### src/rtl/exec_stage_pkg.sv
// ============================================================================
//  Module      : exec_stage_pkg
//  Description : Instruction indices and shared types for the execute stage.
//  Revision    : 1.0 - initial release
// ============================================================================
`default_nettype none

package exec_stage_pkg;

    localparam int unsigned NUM_INSTR = 26;

    localparam int unsigned IDX_ADA = 0;
    localparam int unsigned IDX_ADC = 1;
    localparam int unsigned IDX_ADZ = 2;
    localparam int unsigned IDX_AWC = 3;
    localparam int unsigned IDX_ACA = 4;
    localparam int unsigned IDX_ACC = 5;
    localparam int unsigned IDX_ACZ = 6;
    localparam int unsigned IDX_ACW = 7;
    localparam int unsigned IDX_ADI = 8;
    localparam int unsigned IDX_NDU = 9;
    localparam int unsigned IDX_NDC = 10;
    localparam int unsigned IDX_NDZ = 11;
    localparam int unsigned IDX_NCU = 12;
    localparam int unsigned IDX_NCC = 13;
    localparam int unsigned IDX_NCZ = 14;
    localparam int unsigned IDX_LLI = 15;
    localparam int unsigned IDX_LW  = 16;
    localparam int unsigned IDX_SW  = 17;
    localparam int unsigned IDX_LM  = 18;
    localparam int unsigned IDX_SM  = 19;
    localparam int unsigned IDX_BEQ = 20;
    localparam int unsigned IDX_BLT = 21;
    localparam int unsigned IDX_BLE = 22;
    localparam int unsigned IDX_JAL = 23;
    localparam int unsigned IDX_JLR = 24;
    localparam int unsigned IDX_JRI = 25;

    typedef enum logic [0:0] {
        ALU_ADD  = 1'b0,
        ALU_NAND = 1'b1
    } alu_op_e;

    typedef struct packed {
        logic [15:0] result;
        logic        carry;
        logic        zero;
    } alu_out_t;

    // Exactly one instruction selected; anything else is treated as a bubble.
    function automatic logic onehot_legal(input logic [NUM_INSTR-1:0] i_sel);
        return $onehot(i_sel);
    endfunction

endpackage

`default_nettype wire

### src/rtl/exec_stage_if.sv
// ============================================================================
//  Module      : exec_stage_if
//  Description : Decode-to-execute operands and execute-stage result bundle.
//  Revision    : 1.0 - initial release
// ============================================================================
`default_nettype none

interface exec_stage_if;

    logic        opcode_valid_i;
    logic [15:0] opcode_pc_i;
    logic [15:0] opcode_instr_i;
    logic [25:0] one_hot_i;
    logic [15:0] operand_val_a;
    logic [15:0] operand_val_b;
    logic [15:0] imm_val_i;
    logic [2:0]  exec_rd_idx_i;

    logic [15:0] exec_wb_val_o;
    logic [2:0]  memu_rd_idx_o;
    logic        wb_en_o;
    logic [15:0] mem_wdata_o;
    logic        load_en_o;
    logic [15:0] opcode_pc_o;
    logic [15:0] opcode_instr_o;
    logic        branch_valid_o;
    logic [15:0] branch_pc_o;
    logic        branch_type_o;
    logic [15:0] current_pc_o;
    logic [15:0] fwd_wb_val_o;
    logic [2:0]  fwd_ex_rd_o;

    modport master (
        output opcode_valid_i, opcode_pc_i, opcode_instr_i, one_hot_i,
               operand_val_a, operand_val_b, imm_val_i, exec_rd_idx_i,
        input  exec_wb_val_o, memu_rd_idx_o, wb_en_o, mem_wdata_o, load_en_o,
               opcode_pc_o, opcode_instr_o, branch_valid_o, branch_pc_o,
               branch_type_o, current_pc_o, fwd_wb_val_o, fwd_ex_rd_o
    );

    modport slave (
        input  opcode_valid_i, opcode_pc_i, opcode_instr_i, one_hot_i,
               operand_val_a, operand_val_b, imm_val_i, exec_rd_idx_i,
        output exec_wb_val_o, memu_rd_idx_o, wb_en_o, mem_wdata_o, load_en_o,
               opcode_pc_o, opcode_instr_o, branch_valid_o, branch_pc_o,
               branch_type_o, current_pc_o, fwd_wb_val_o, fwd_ex_rd_o
    );

endinterface

`default_nettype wire

### src/rtl/exec_alu.sv
// ============================================================================
//  Module      : exec_alu
//  Description : Combinational add/nand unit with carry-out and zero detect.
//  Revision    : 1.0 - initial release
// ============================================================================
`default_nettype none

module exec_alu
    import exec_stage_pkg::*;
(
    input  alu_op_e     i_op,
    input  logic [15:0] i_a,
    input  logic [15:0] i_b,
    input  logic        i_inv_b,
    input  logic        i_cin,
    output alu_out_t    o_res
);

    logic [15:0] w_b;
    logic [16:0] w_sum;
    logic [15:0] w_nand;
    logic [15:0] w_result;

    assign w_b      = i_inv_b ? ~i_b : i_b;
    assign w_sum    = {1'b0, i_a} + {1'b0, w_b} + {16'd0, i_cin};
    assign w_nand   = ~(i_a & w_b);
    assign w_result = (i_op == ALU_NAND) ? w_nand : w_sum[15:0];

    assign o_res.result = w_result;
    assign o_res.carry  = w_sum[16];
    assign o_res.zero   = (w_result == 16'd0);

endmodule

`default_nettype wire

### src/rtl/exec_stage.sv
// ============================================================================
//  Module      : exec_stage
//  Description : Execute stage: ALU, C/Z flags, branches, LM/SM addressing.
//  Revision    : 1.0 - initial release
// ============================================================================
`default_nettype none

module exec_stage
    import exec_stage_pkg::*;
(
    input  wire logic     clk_i,
    input  wire logic     rst_i,
    exec_stage_if.slave   ex
);

    logic [NUM_INSTR-1:0] w_sel;
    logic        w_legal;
    logic        w_add_grp, w_nand_grp, w_adi, w_inv_b, w_use_c;
    logic        w_need_c, w_need_z, w_cond_ok, w_alu_exec;
    logic        w_ms, w_ms_cont, w_wb, w_store, w_load;
    logic        w_eq, w_lt, w_br_taken, w_jump;
    logic [15:0] w_offset, w_mem_addr, w_ms_addr, w_pc_plus2, w_pc_imm, w_jri_tgt;
    logic [15:0] w_alu_b, w_result;
    alu_out_t    w_alu;

    logic        r_c, r_z, r_ms_prev;
    logic [15:0] r_offset;
    logic [15:0] r_wb_val, r_wdata, r_pc, r_instr;
    logic [2:0]  r_rd;
    logic        r_wb_en, r_load;

    assign w_legal = ex.opcode_valid_i & onehot_legal(ex.one_hot_i);
    assign w_sel   = w_legal ? ex.one_hot_i : '0;

    assign w_add_grp  = |w_sel[IDX_ACW:IDX_ADA];
    assign w_nand_grp = |w_sel[IDX_NCZ:IDX_NDU];
    assign w_adi      = w_sel[IDX_ADI];
    assign w_inv_b    = (|w_sel[IDX_ACW:IDX_ACA]) | (|w_sel[IDX_NCZ:IDX_NCU]);
    assign w_use_c    = w_sel[IDX_AWC] | w_sel[IDX_ACW];

    assign w_need_c   = w_sel[IDX_ADC] | w_sel[IDX_ACC] | w_sel[IDX_NDC] | w_sel[IDX_NCC];
    assign w_need_z   = w_sel[IDX_ADZ] | w_sel[IDX_ACZ] | w_sel[IDX_NDZ] | w_sel[IDX_NCZ];
    assign w_cond_ok  = ~(w_need_c & ~r_c) & ~(w_need_z & ~r_z);
    assign w_alu_exec = (w_add_grp | w_adi | w_nand_grp) & w_cond_ok;

    assign w_alu_b = w_adi ? ex.imm_val_i : ex.operand_val_b;

    exec_alu u_alu (
        .i_op    (w_nand_grp ? ALU_NAND : ALU_ADD),
        .i_a     (ex.operand_val_a),
        .i_b     (w_alu_b),
        .i_inv_b (w_inv_b),
        .i_cin   (w_use_c & r_c),
        .o_res   (w_alu)
    );

    // A multi-beat transfer continues only while the same LM/SM stays in EX.
    assign w_ms       = w_sel[IDX_LM] | w_sel[IDX_SM];
    assign w_ms_cont  = w_ms & r_ms_prev & (ex.opcode_pc_i == r_pc);
    assign w_offset   = w_ms_cont ? (r_offset + 16'd2) : 16'd0;

    assign w_mem_addr = ex.operand_val_b + ex.imm_val_i;
    assign w_ms_addr  = ex.operand_val_b + w_offset;
    assign w_pc_plus2 = ex.opcode_pc_i + 16'd2;
    assign w_pc_imm   = ex.opcode_pc_i + ex.imm_val_i;
    assign w_jri_tgt  = ex.operand_val_a + ex.imm_val_i;

    assign w_store = w_sel[IDX_SW] | w_sel[IDX_SM];
    assign w_load  = w_sel[IDX_LW] | w_sel[IDX_LM];
    assign w_wb    = w_alu_exec | w_sel[IDX_LLI] | w_load | w_sel[IDX_JAL] | w_sel[IDX_JLR];

    always_comb begin
        w_result = 16'd0;
        if (w_alu_exec)                        w_result = w_alu.result;
        else if (w_sel[IDX_LLI])               w_result = ex.imm_val_i;
        else if (w_sel[IDX_LW] | w_sel[IDX_SW]) w_result = w_mem_addr;
        else if (w_ms)                         w_result = w_ms_addr;
        else if (w_sel[IDX_JAL] | w_sel[IDX_JLR]) w_result = w_pc_plus2;
        else if (w_sel[IDX_JRI])               w_result = w_jri_tgt;
    end

    assign w_eq       = (ex.operand_val_a == ex.operand_val_b);
    assign w_lt       = ($signed(ex.operand_val_a) < $signed(ex.operand_val_b));
    assign w_br_taken = (w_sel[IDX_BEQ] & w_eq) | (w_sel[IDX_BLT] & w_lt) |
                        (w_sel[IDX_BLE] & (w_lt | w_eq));
    assign w_jump     = w_sel[IDX_JAL] | w_sel[IDX_JLR] | w_sel[IDX_JRI];

    assign ex.branch_valid_o = w_br_taken | w_jump;
    assign ex.branch_type_o  = w_jump;
    assign ex.branch_pc_o    = w_sel[IDX_JLR] ? ex.operand_val_b :
                               w_sel[IDX_JRI] ? w_jri_tgt :
                               (w_br_taken | w_sel[IDX_JAL]) ? w_pc_imm : 16'd0;
    assign ex.current_pc_o   = ex.opcode_pc_i;
    assign ex.fwd_wb_val_o   = w_wb ? w_result : 16'd0;
    assign ex.fwd_ex_rd_o    = w_wb ? ex.exec_rd_idx_i : 3'd0;

    always_ff @(posedge clk_i or posedge rst_i) begin
        if (rst_i) begin
            r_c       <= 1'b0;
            r_z       <= 1'b0;
            r_ms_prev <= 1'b0;
            r_offset  <= 16'd0;
            r_wb_val  <= 16'd0;
            r_rd      <= 3'd0;
            r_wb_en   <= 1'b0;
            r_wdata   <= 16'd0;
            r_load    <= 1'b0;
            r_pc      <= 16'd0;
            r_instr   <= 16'd0;
        end else begin
            if (w_alu_exec & (w_add_grp | w_adi)) begin
                r_c <= w_alu.carry;
                r_z <= w_alu.zero;
            end else if (w_alu_exec & w_nand_grp) begin
                r_z <= w_alu.zero;
            end
            r_ms_prev <= w_ms;
            r_offset  <= w_offset;
            r_wb_val  <= w_result;
            r_rd      <= w_wb ? ex.exec_rd_idx_i : 3'd0;
            r_wb_en   <= w_wb;
            r_wdata   <= w_store ? ex.operand_val_a : 16'd0;
            r_load    <= w_load;
            r_pc      <= ex.opcode_pc_i;
            r_instr   <= ex.opcode_instr_i;
        end
    end

    assign ex.exec_wb_val_o  = r_wb_val;
    assign ex.memu_rd_idx_o  = r_rd;
    assign ex.wb_en_o        = r_wb_en;
    assign ex.mem_wdata_o    = r_wdata;
    assign ex.load_en_o      = r_load;
    assign ex.opcode_pc_o    = r_pc;
    assign ex.opcode_instr_o = r_instr;

endmodule

`default_nettype wire

### src/flat_wrapper.sv
// flat-port wrapper written by rule: the top's interface ports become plain ports
module exec_stage_flat import exec_stage_pkg::*;
  (clk_i, rst_i, ex_opcode_valid_i, ex_opcode_pc_i, ex_opcode_instr_i, ex_one_hot_i, ex_operand_val_a, ex_operand_val_b, ex_imm_val_i, ex_exec_rd_idx_i, ex_exec_wb_val_o, ex_memu_rd_idx_o, ex_wb_en_o, ex_mem_wdata_o, ex_load_en_o, ex_opcode_pc_o, ex_opcode_instr_o, ex_branch_valid_o, ex_branch_pc_o, ex_branch_type_o, ex_current_pc_o, ex_fwd_wb_val_o, ex_fwd_ex_rd_o);
  exec_stage_if ex_i ();
  input  wire logic clk_i;
  input  wire logic rst_i;
  input wire logic [$bits(ex_i.opcode_valid_i)-1:0] ex_opcode_valid_i;
  input wire logic [$bits(ex_i.opcode_pc_i)-1:0] ex_opcode_pc_i;
  input wire logic [$bits(ex_i.opcode_instr_i)-1:0] ex_opcode_instr_i;
  input wire logic [$bits(ex_i.one_hot_i)-1:0] ex_one_hot_i;
  input wire logic [$bits(ex_i.operand_val_a)-1:0] ex_operand_val_a;
  input wire logic [$bits(ex_i.operand_val_b)-1:0] ex_operand_val_b;
  input wire logic [$bits(ex_i.imm_val_i)-1:0] ex_imm_val_i;
  input wire logic [$bits(ex_i.exec_rd_idx_i)-1:0] ex_exec_rd_idx_i;
  output wire logic [$bits(ex_i.exec_wb_val_o)-1:0] ex_exec_wb_val_o;
  output wire logic [$bits(ex_i.memu_rd_idx_o)-1:0] ex_memu_rd_idx_o;
  output wire logic [$bits(ex_i.wb_en_o)-1:0] ex_wb_en_o;
  output wire logic [$bits(ex_i.mem_wdata_o)-1:0] ex_mem_wdata_o;
  output wire logic [$bits(ex_i.load_en_o)-1:0] ex_load_en_o;
  output wire logic [$bits(ex_i.opcode_pc_o)-1:0] ex_opcode_pc_o;
  output wire logic [$bits(ex_i.opcode_instr_o)-1:0] ex_opcode_instr_o;
  output wire logic [$bits(ex_i.branch_valid_o)-1:0] ex_branch_valid_o;
  output wire logic [$bits(ex_i.branch_pc_o)-1:0] ex_branch_pc_o;
  output wire logic [$bits(ex_i.branch_type_o)-1:0] ex_branch_type_o;
  output wire logic [$bits(ex_i.current_pc_o)-1:0] ex_current_pc_o;
  output wire logic [$bits(ex_i.fwd_wb_val_o)-1:0] ex_fwd_wb_val_o;
  output wire logic [$bits(ex_i.fwd_ex_rd_o)-1:0] ex_fwd_ex_rd_o;
  assign ex_i.opcode_valid_i = ex_opcode_valid_i;
  assign ex_i.opcode_pc_i = ex_opcode_pc_i;
  assign ex_i.opcode_instr_i = ex_opcode_instr_i;
  assign ex_i.one_hot_i = ex_one_hot_i;
  assign ex_i.operand_val_a = ex_operand_val_a;
  assign ex_i.operand_val_b = ex_operand_val_b;
  assign ex_i.imm_val_i = ex_imm_val_i;
  assign ex_i.exec_rd_idx_i = ex_exec_rd_idx_i;
  assign ex_exec_wb_val_o = ex_i.exec_wb_val_o;
  assign ex_memu_rd_idx_o = ex_i.memu_rd_idx_o;
  assign ex_wb_en_o = ex_i.wb_en_o;
  assign ex_mem_wdata_o = ex_i.mem_wdata_o;
  assign ex_load_en_o = ex_i.load_en_o;
  assign ex_opcode_pc_o = ex_i.opcode_pc_o;
  assign ex_opcode_instr_o = ex_i.opcode_instr_o;
  assign ex_branch_valid_o = ex_i.branch_valid_o;
  assign ex_branch_pc_o = ex_i.branch_pc_o;
  assign ex_branch_type_o = ex_i.branch_type_o;
  assign ex_current_pc_o = ex_i.current_pc_o;
  assign ex_fwd_wb_val_o = ex_i.fwd_wb_val_o;
  assign ex_fwd_ex_rd_o = ex_i.fwd_ex_rd_o;
  exec_stage u_core (.clk_i(clk_i), .rst_i(rst_i), .ex(ex_i));
endmodule
### config.mk
export PLATFORM = sky130hd
export DESIGN_NAME = exec_stage_flat
export DESIGN_NICKNAME = d
export VERILOG_FILES = /design/src/rtl/exec_stage_pkg.sv /design/src/rtl/exec_stage_if.sv /design/src/rtl/exec_alu.sv /design/src/rtl/exec_stage.sv /design/src/flat_wrapper.sv
export SDC_FILE = /design/constraint.sdc
export NUM_CORES = 1
export LEC_CHECK = 0
export ABC_AREA = 1
export BUFFER_PORTS_ARGS = -buffer_cell sky130_fd_sc_hd__buf_2
export CAP_MARGIN = 20
export CORE_MARGIN = 2
export CORE_UTILIZATION = 40
export CTS_CLUSTER_DIAMETER = 200
export CTS_CLUSTER_SIZE = 14
export DETAILED_ROUTE_END_ITERATION = 16
export PLACE_DENSITY = 0.66
export SLEW_MARGIN = 0
export SYNTH_ARGS = -nofsm -noshare
export SYNTH_HDL_FRONTEND = slang
export SYNTH_SLANG_ARGS = --single-unit
### constraint.sdc
create_clock -name clk_i -period 19.97 [get_ports clk_i]
set_input_delay 0 -clock clk_i [delete_from_list [all_inputs] [get_ports clk_i]]
set_output_delay 0 -clock clk_i [all_outputs]
set_load 0.05 [all_outputs]
; Word-level counts from Yosys, hierarchy flattened
; Index checks and enable logic that the tools add are counted.
[totals]
elab_cells = 119
regBits = 88
input_bits = 112
[op_classes]
n_lt_le_gt_ge = 1
eq_ne = 3
n_addsub = 33
bitwise = 45
reduce_logical = 6
n_mux = 20
[op_table]
columns = op, count
row1 = 16-bit 2-to-1 mux, 15
row2 = 16-bit adder, 4
row3 = 5-bit adder, 12
row4 = 16-bit by 2-bit adder with 16-bit output (second input constant), 2
row5 = 16-bit == test, 2
row6 = 16-bit NOT, 2
row7 = 1-bit by 1-bit adder with 2-bit output, 13
row8 = 26-bit 2-to-1 mux, 1
row9 = 1-bit OR, 25
row10 = 16-bit by 16-bit adder with 17-bit output, 1
row11 = 17-bit by 1-bit adder with 17-bit output, 1
row12 = 16-bit AND, 1
row13 = 16-bit logical NOT, 1
row14 = 16-bit < comparator, 1
row15 = 1-bit AND, 13
row16 = 8-bit OR reduction, 1
row17 = 6-bit OR reduction, 1
row18 = 5-bit by 1-bit == test with 1-bit output (second input constant), 1
row19 = 1-bit NOT, 4
row20 = 4-bit OR reduction, 1
row21 = 1-bit 2-to-1 mux, 3
row22 = 3-bit 2-to-1 mux, 1
row23 = 3-bit OR reduction, 1
row24 = 2-bit nonzero test, 1

; Logic depth before layout (Yosys ltp)
[logic_depth]
word_depth = 20
ltp_mapped = 44
mapped_depth_nobuf = 42

; Cells and area by module
; From an unflattened synthesis, not the netlist that was laid out.
[unflattened]
cells_unflattened = 1615
hier_area_um2 = 10786.6
[by_module_without_submodules]
columns = module, area_each_um2, cells_each, instances, seq_area_each_um2
row1 = exec_stage, 9268.9, 1340, 1, 2202.1
row2 = exec_alu, 1517.7, 275, 1, 0.0

; Least setup slack after synthesis
; OpenSTA, ideal clock, no wires.
[synth_timing]
path_kind = in2out
from = input port ex_one_hot_i[24]
to = output port ex_fwd_wb_val_o[10]
setup_slack_ps = 12229
cell_stages = 36
t_required_ps = 19970
n_path_buf = 2
t_arrival_ps = 7741
path_cell_list = ha_1 inv_1 fa_1 fa_1 inv_1 fa_1 fa_1 fa_1 inv_1 fa_1 inv_1 fa_1 nor3b_1 nand3_1 inv_1 nand2_4 inv_2 buf_6 nand2_1 clkbuf_1 nand2_1 o21ai_0 xor2_1 fa_1 fa_1 nand3_1 nand2_1 a21boi_0 o21ai_0 nand2_1 nand3_1 nand2_1 nand2_1 o21ai_0 nand2_1 a21oi_1
[synth_between]
elab_chain_cells = 18
elab_cells_between_ends = 55
cone_classes = add/sub (6) / eq/ne (1) / mux (13) / bitwise (31) / reduce/logical (4)
[synth_lines]
columns = element, line
row1 = "start, declared", flat_wrapper.sv:10  ; input wire logic [$bits(ex_i.one_hot_i)-1:0] ex_one_hot_i;
row2 = 1-bit by 1-bit adder with 2-bit output (not written as such), exec_stage_pkg.sv:52  ; return $onehot(i_sel);
row3 = 5-bit adder (not written as such) (2 in a row), exec_stage_pkg.sv:52
row4 = 5-bit by 1-bit == test with 1-bit output, exec_stage_pkg.sv:52
row5 = 1-bit AND, exec_stage.sv:32  ; assign w_legal = ex.opcode_valid_i & onehot_legal(ex.one_hot_i);
row6 = 26-bit 2-to-1 mux (*), exec_stage.sv:33  ; assign w_sel = w_legal ? ex.one_hot_i : '0;
row7 = "parallel branches: the longest is 11 deep, another holds 16-bit by 16-bit adder with 17-bit output", --
row8 = 16-bit 2-to-1 mux (*), exec_stage.sv:94  ; assign ex.fwd_wb_val_o = w_wb ? w_result : 16'd0;
row9 = "end, declared", flat_wrapper.sv:26  ; output wire logic [$bits(ex_i.fwd_wb_val_o)-1:0] ex_fwd_wb_val_o;
; Every way passes the cells marked *.

; Worst setup path after layout
[layout_timing]
from = input port ex_one_hot_i[24]
to = output port ex_fwd_wb_val_o[9]
[layout_between]
elab_cells_between_ends = 55
cone_classes = add/sub (6) / eq/ne (1) / mux (13) / bitwise (31) / reduce/logical (4)
[layout_rtl]
columns = element, line
row1 = 1-bit by 1-bit adder with 2-bit output (not written as such), exec_stage_pkg.sv:52
row2 = 5-bit adder (not written as such) (2 in a row), exec_stage_pkg.sv:52
row3 = 5-bit by 1-bit == test with 1-bit output, exec_stage_pkg.sv:52
row4 = 1-bit AND, exec_stage.sv:32
row5 = 26-bit 2-to-1 mux, exec_stage.sv:33
row6 = 1-bit OR, exec_stage.sv:58  ; assign w_ms = w_sel[IDX_LM] | w_sel[IDX_SM];
row7 = 1-bit AND (2 in a row), exec_stage.sv:59  ; assign w_ms_cont = w_ms & r_ms_prev & (ex.opcode_pc_i == r_pc);
row8 = 16-bit 2-to-1 mux, exec_stage.sv:60  ; assign w_offset = w_ms_cont ? (r_offset + 16'd2) : 16'd0;
row9 = named net u_core.w_offset[6], exec_stage.sv:22  ; logic [15:0] w_offset, w_mem_addr, w_ms_addr, w_pc_plus2, w_pc_imm, w_jri_tgt;
row10 = 16-bit adder, exec_stage.sv:63  ; assign w_ms_addr = ex.operand_val_b + w_offset;
row11 = 16-bit 2-to-1 mux, exec_stage.sv:77  ; else if (w_ms) w_result = w_ms_addr;
row12 = 16-bit 2-to-1 mux, exec_stage.sv:76  ; else if (w_sel[IDX_LW] | w_sel[IDX_SW]) w_result = w_mem_addr;
row13 = 16-bit 2-to-1 mux, exec_stage.sv:75  ; else if (w_sel[IDX_LLI]) w_result = ex.imm_val_i;
row14 = 16-bit 2-to-1 mux, exec_stage.sv:74  ; if (w_alu_exec) w_result = w_alu.result;
row15 = 16-bit 2-to-1 mux, exec_stage.sv:94
; The timed path passes the listed nets, and every way through them passes these cells.

==> results.yml <==
cts:
  cts_tree: "built"
  cts_setup_buffers: 0
  clock_sinks: 88
  h-tree-depth: 3
  cts.path.max_buffers: 2
  cts-root-buf: "clkbuf_16"
  clk_pin_slew_ps: 80
  clk-insertion-delay-late_ps: 360
  cts_made_buffers: 9
finish:
  drive_gt1_share_pct: 15.8
  num-nets-final: 2086
  final_cell_count_no_fill: 2175
  antenna_cells: 0
  post-route-util_pct: 49.1
  final_area_um2: 12800
  syn2layout_area_growth_pct: 20.5
power:
  combPwrFrac_pct: 81.7
  switchingPower_mw: 1.30
  p_per_area_nw_per_um2: 164
  swShare_pct: 61.7
  clkPwrFrac_pct: 8.4
  ir_drop_mv: 0.146
  power.internal_mw: 0.806
  power.leakage_nw: 7.36
  power_frac_seq_pct: 10.0
  power_mw: 2.10
run_status:
  status: "completed"
drt:
  met1Wirelength_um: 17400
  via_per_inst: 5.28
  met2_length_um: 17800
  wl_um: 38900
  top_layer: "met4"
  drt_iter0_drc: 1078
  ant_nets: 0
  wire_per_inst_um: 17.9
  first_pass_iters: 6
  drc_errors: 0
  num_vias: 11500
  wl_met3_um: 2430
synth:
  yosysTopAreaCell: "dfrtp_1"
  syn_inst: 1579
  synth_cell_types: 47
  synthArstFlopShare_pct: 100
  synth_fp_nets: 1830
  synth_top_area_share_pct: 20.7
  synth_seq_area_share_pct: 20.7
  synth_edf_count: 0
  yosysWarnings: 0
  syn_avg_cell_area_um2: 6.73
  ys_top_cells_by_area: "dfrtp_1 (21%), ha_1 (13%), nand2_1 (13%)"
  ys_ff_latch: 88
  synth_ff_type: "dfrtp_1"
  netlist_area_um2: 10600
sta:
  finalHoldViolations: 0
  tightest_slew_ps: 1040
  maxSlewViolCount: 0
  finalWorstSetupSlack_ps: 11030
  period_needed_ps: 8940
  setup_viol: 0
  finalClockSkew_ps: 17.1
  fmax_mhz: 112
  setup_tns_ps: 0
  hold_ws_ps: 55.8
  post-route-period-util_pct: 44.8
  rsz0062_at_grt: "false"
  slew_headroom_pct: 30.6
setup_path:
  crit_path_max_fanout: 22
  required_ps: 19970
  critical-path-slowest-cell: "nand4_1"
  cp_slowest_stage_delay_ps: 580
  cp.arrival_ps: 8940
  end_kind: "primary output"
  crit_type: "input port to primary output"
  crit_top_cell: "fa_1"
  cp-start-kind: "input port"
job:
  maxCapViolCount: 0
placed_design:
  hpwl_um: 31500
  place_area_um2: 12000
  placed_cells: 2108
  post-place-ws_ps: 11010
  finalWeightedCongestion: 0.969
  portBuffers: 233
min_path:
  hold_class: "input port to register"
floorplanning:
  die_y_um: 167
  io_pins: 234
  rows: 59
  initial_core_util_pct: 40.8
  dieArea_um2: 27900
  core_region_area_um2: 26100
  die_w_um: 167
global_route:
  grt_max_degree: 54
  antenna_found_initial: 0
  grt.total_usage_pct: 27.4
  first_global_vias: 10900
  grt_pass1_wl_um: 60100
  grt_overflow_total: 0
state kept, by name, summed over array words and instances (netlist names):
name / flops
u_core.ex.exec_wb_val_o: 16
u_core.ex.mem_wdata_o: 16
u_core.ex.opcode_instr_o: 16
u_core.ex.opcode_pc_o: 16
u_core.r_offset: 16
u_core.ex.memu_rd_idx_o: 3
u_core.ex.load_en_o: 1
u_core.ex.wb_en_o: 1
u_core.r_c: 1
u_core.r_ms_prev: 1
u_core.r_z: 1
cells by family after synthesis:
family	Yosys count	share of synthesized area, %
compound gates	287	15.3
xor+xnor	66	5.44
fa+ha+maj	139	18.3
buf+inv	294	11.4
flops	88	20.7
mux	9	0.848
simple gates	696	28.1
path summary, 6_finish.rpt:
kind                                           start                          end  slack [ps]  depth (start not counted)
min in group asynchronous                      rst_i  u_core.ex.opcode_instr_o[8]         240                          3
hold / removal                   ex_operand_val_a[0]     u_core.ex.mem_wdata_o[0]          60                          3
setup / recovery                    ex_one_hot_i[24]           ex_fwd_wb_val_o[9]       11030                         37
setup reg to reg           u_core.ex.opcode_pc_o[14]   u_core.ex.exec_wb_val_o[9]       15760                         18
max in group asynchronous                      rst_i     u_core.ex.opcode_pc_o[5]       18570                          4
hold reg to reg                   u_core.r_offset[0]           u_core.r_offset[0]         510                          2
cell usage after synthesis, types with 4 or more instances:
master / instances
nand2_1: 369
inv_1: 244
a21oi_1: 123
nand3_1: 117
nor2_1: 117
ha_1: 112
o21ai_0: 93
dfrtp_1: 88
xor2_1: 40
fa_1: 27
xnor2_1: 26
nor3_1: 25
nand4_1: 23
or2_2: 18
buf_2: 17
buf_4: 17
a21o_1: 11
a22oi_1: 9
clkbuf_1: 9
mux2i_1: 9
nor4_1: 9
o211ai_1: 9
o21bai_1: 6
a21boi_0: 5
a31oi_1: 5
nor3b_1: 5
o41ai_1: 5
o31ai_1: 4
timing repair:
action                                  CTS  global route
endpoints found under the hold margin    85             0
resized for setup                         0             0
hold buffers                             51             0
endpoints found under the setup margin    0             0
metal layers:
metal  GRT usage, %  vias to the layer above
met1           37.5                     5293
met2           44.7                      434
met3           3.61                       64
met4           9.22                        0
li1               -                     5692
met5              0                        -
layout make-up:
type                            count  area (µm²)
Fill cell                        2730       13300
Multi-Input combinational cell   1197        7220
Sequential cell                    88        2200
Timing Repair Buffer              292        1740
Inverter                          247         928
Tap cell                          335         419
Clock buffer                        9         225
Clock inverter                      7        70.1
power groups by stage:
stage	Sequential [mW]	Combinational [mW]	Clock [mW]
6_report	0.210	1.72	0.176
5_1_grt	0.211	1.90	0.187
4_1_cts	0.210	1.70	0.180
3_5_place_dp	0.213	1.69	0
3_3_place_gp	0.213	1.68	0
2_1_floorplan	0.279	1.20	0
critical path, delay by kind of cell:
kind,cells,cell delay (ps)
AOI/OAI and AO/OA,5,850
and+or+nand+nor,13,2560
buffers and inverters,10,1530
adders and majority gates,9,3950
cell usage in the layout, fill, tap and decap left out, types with 51 or more instances in the layout:
master,synthesis,final
nor2_1,117,117
o21ai_0,93,93
a21oi_1,123,123
dfrtp_1,88,88
inv_1,244,243
dlygate4sd3_1,0,51
nand3_1,117,117
buf_2,17,233
nand2_1,369,369
ha_1,112,112
Power figures use the tool's default switching activity.
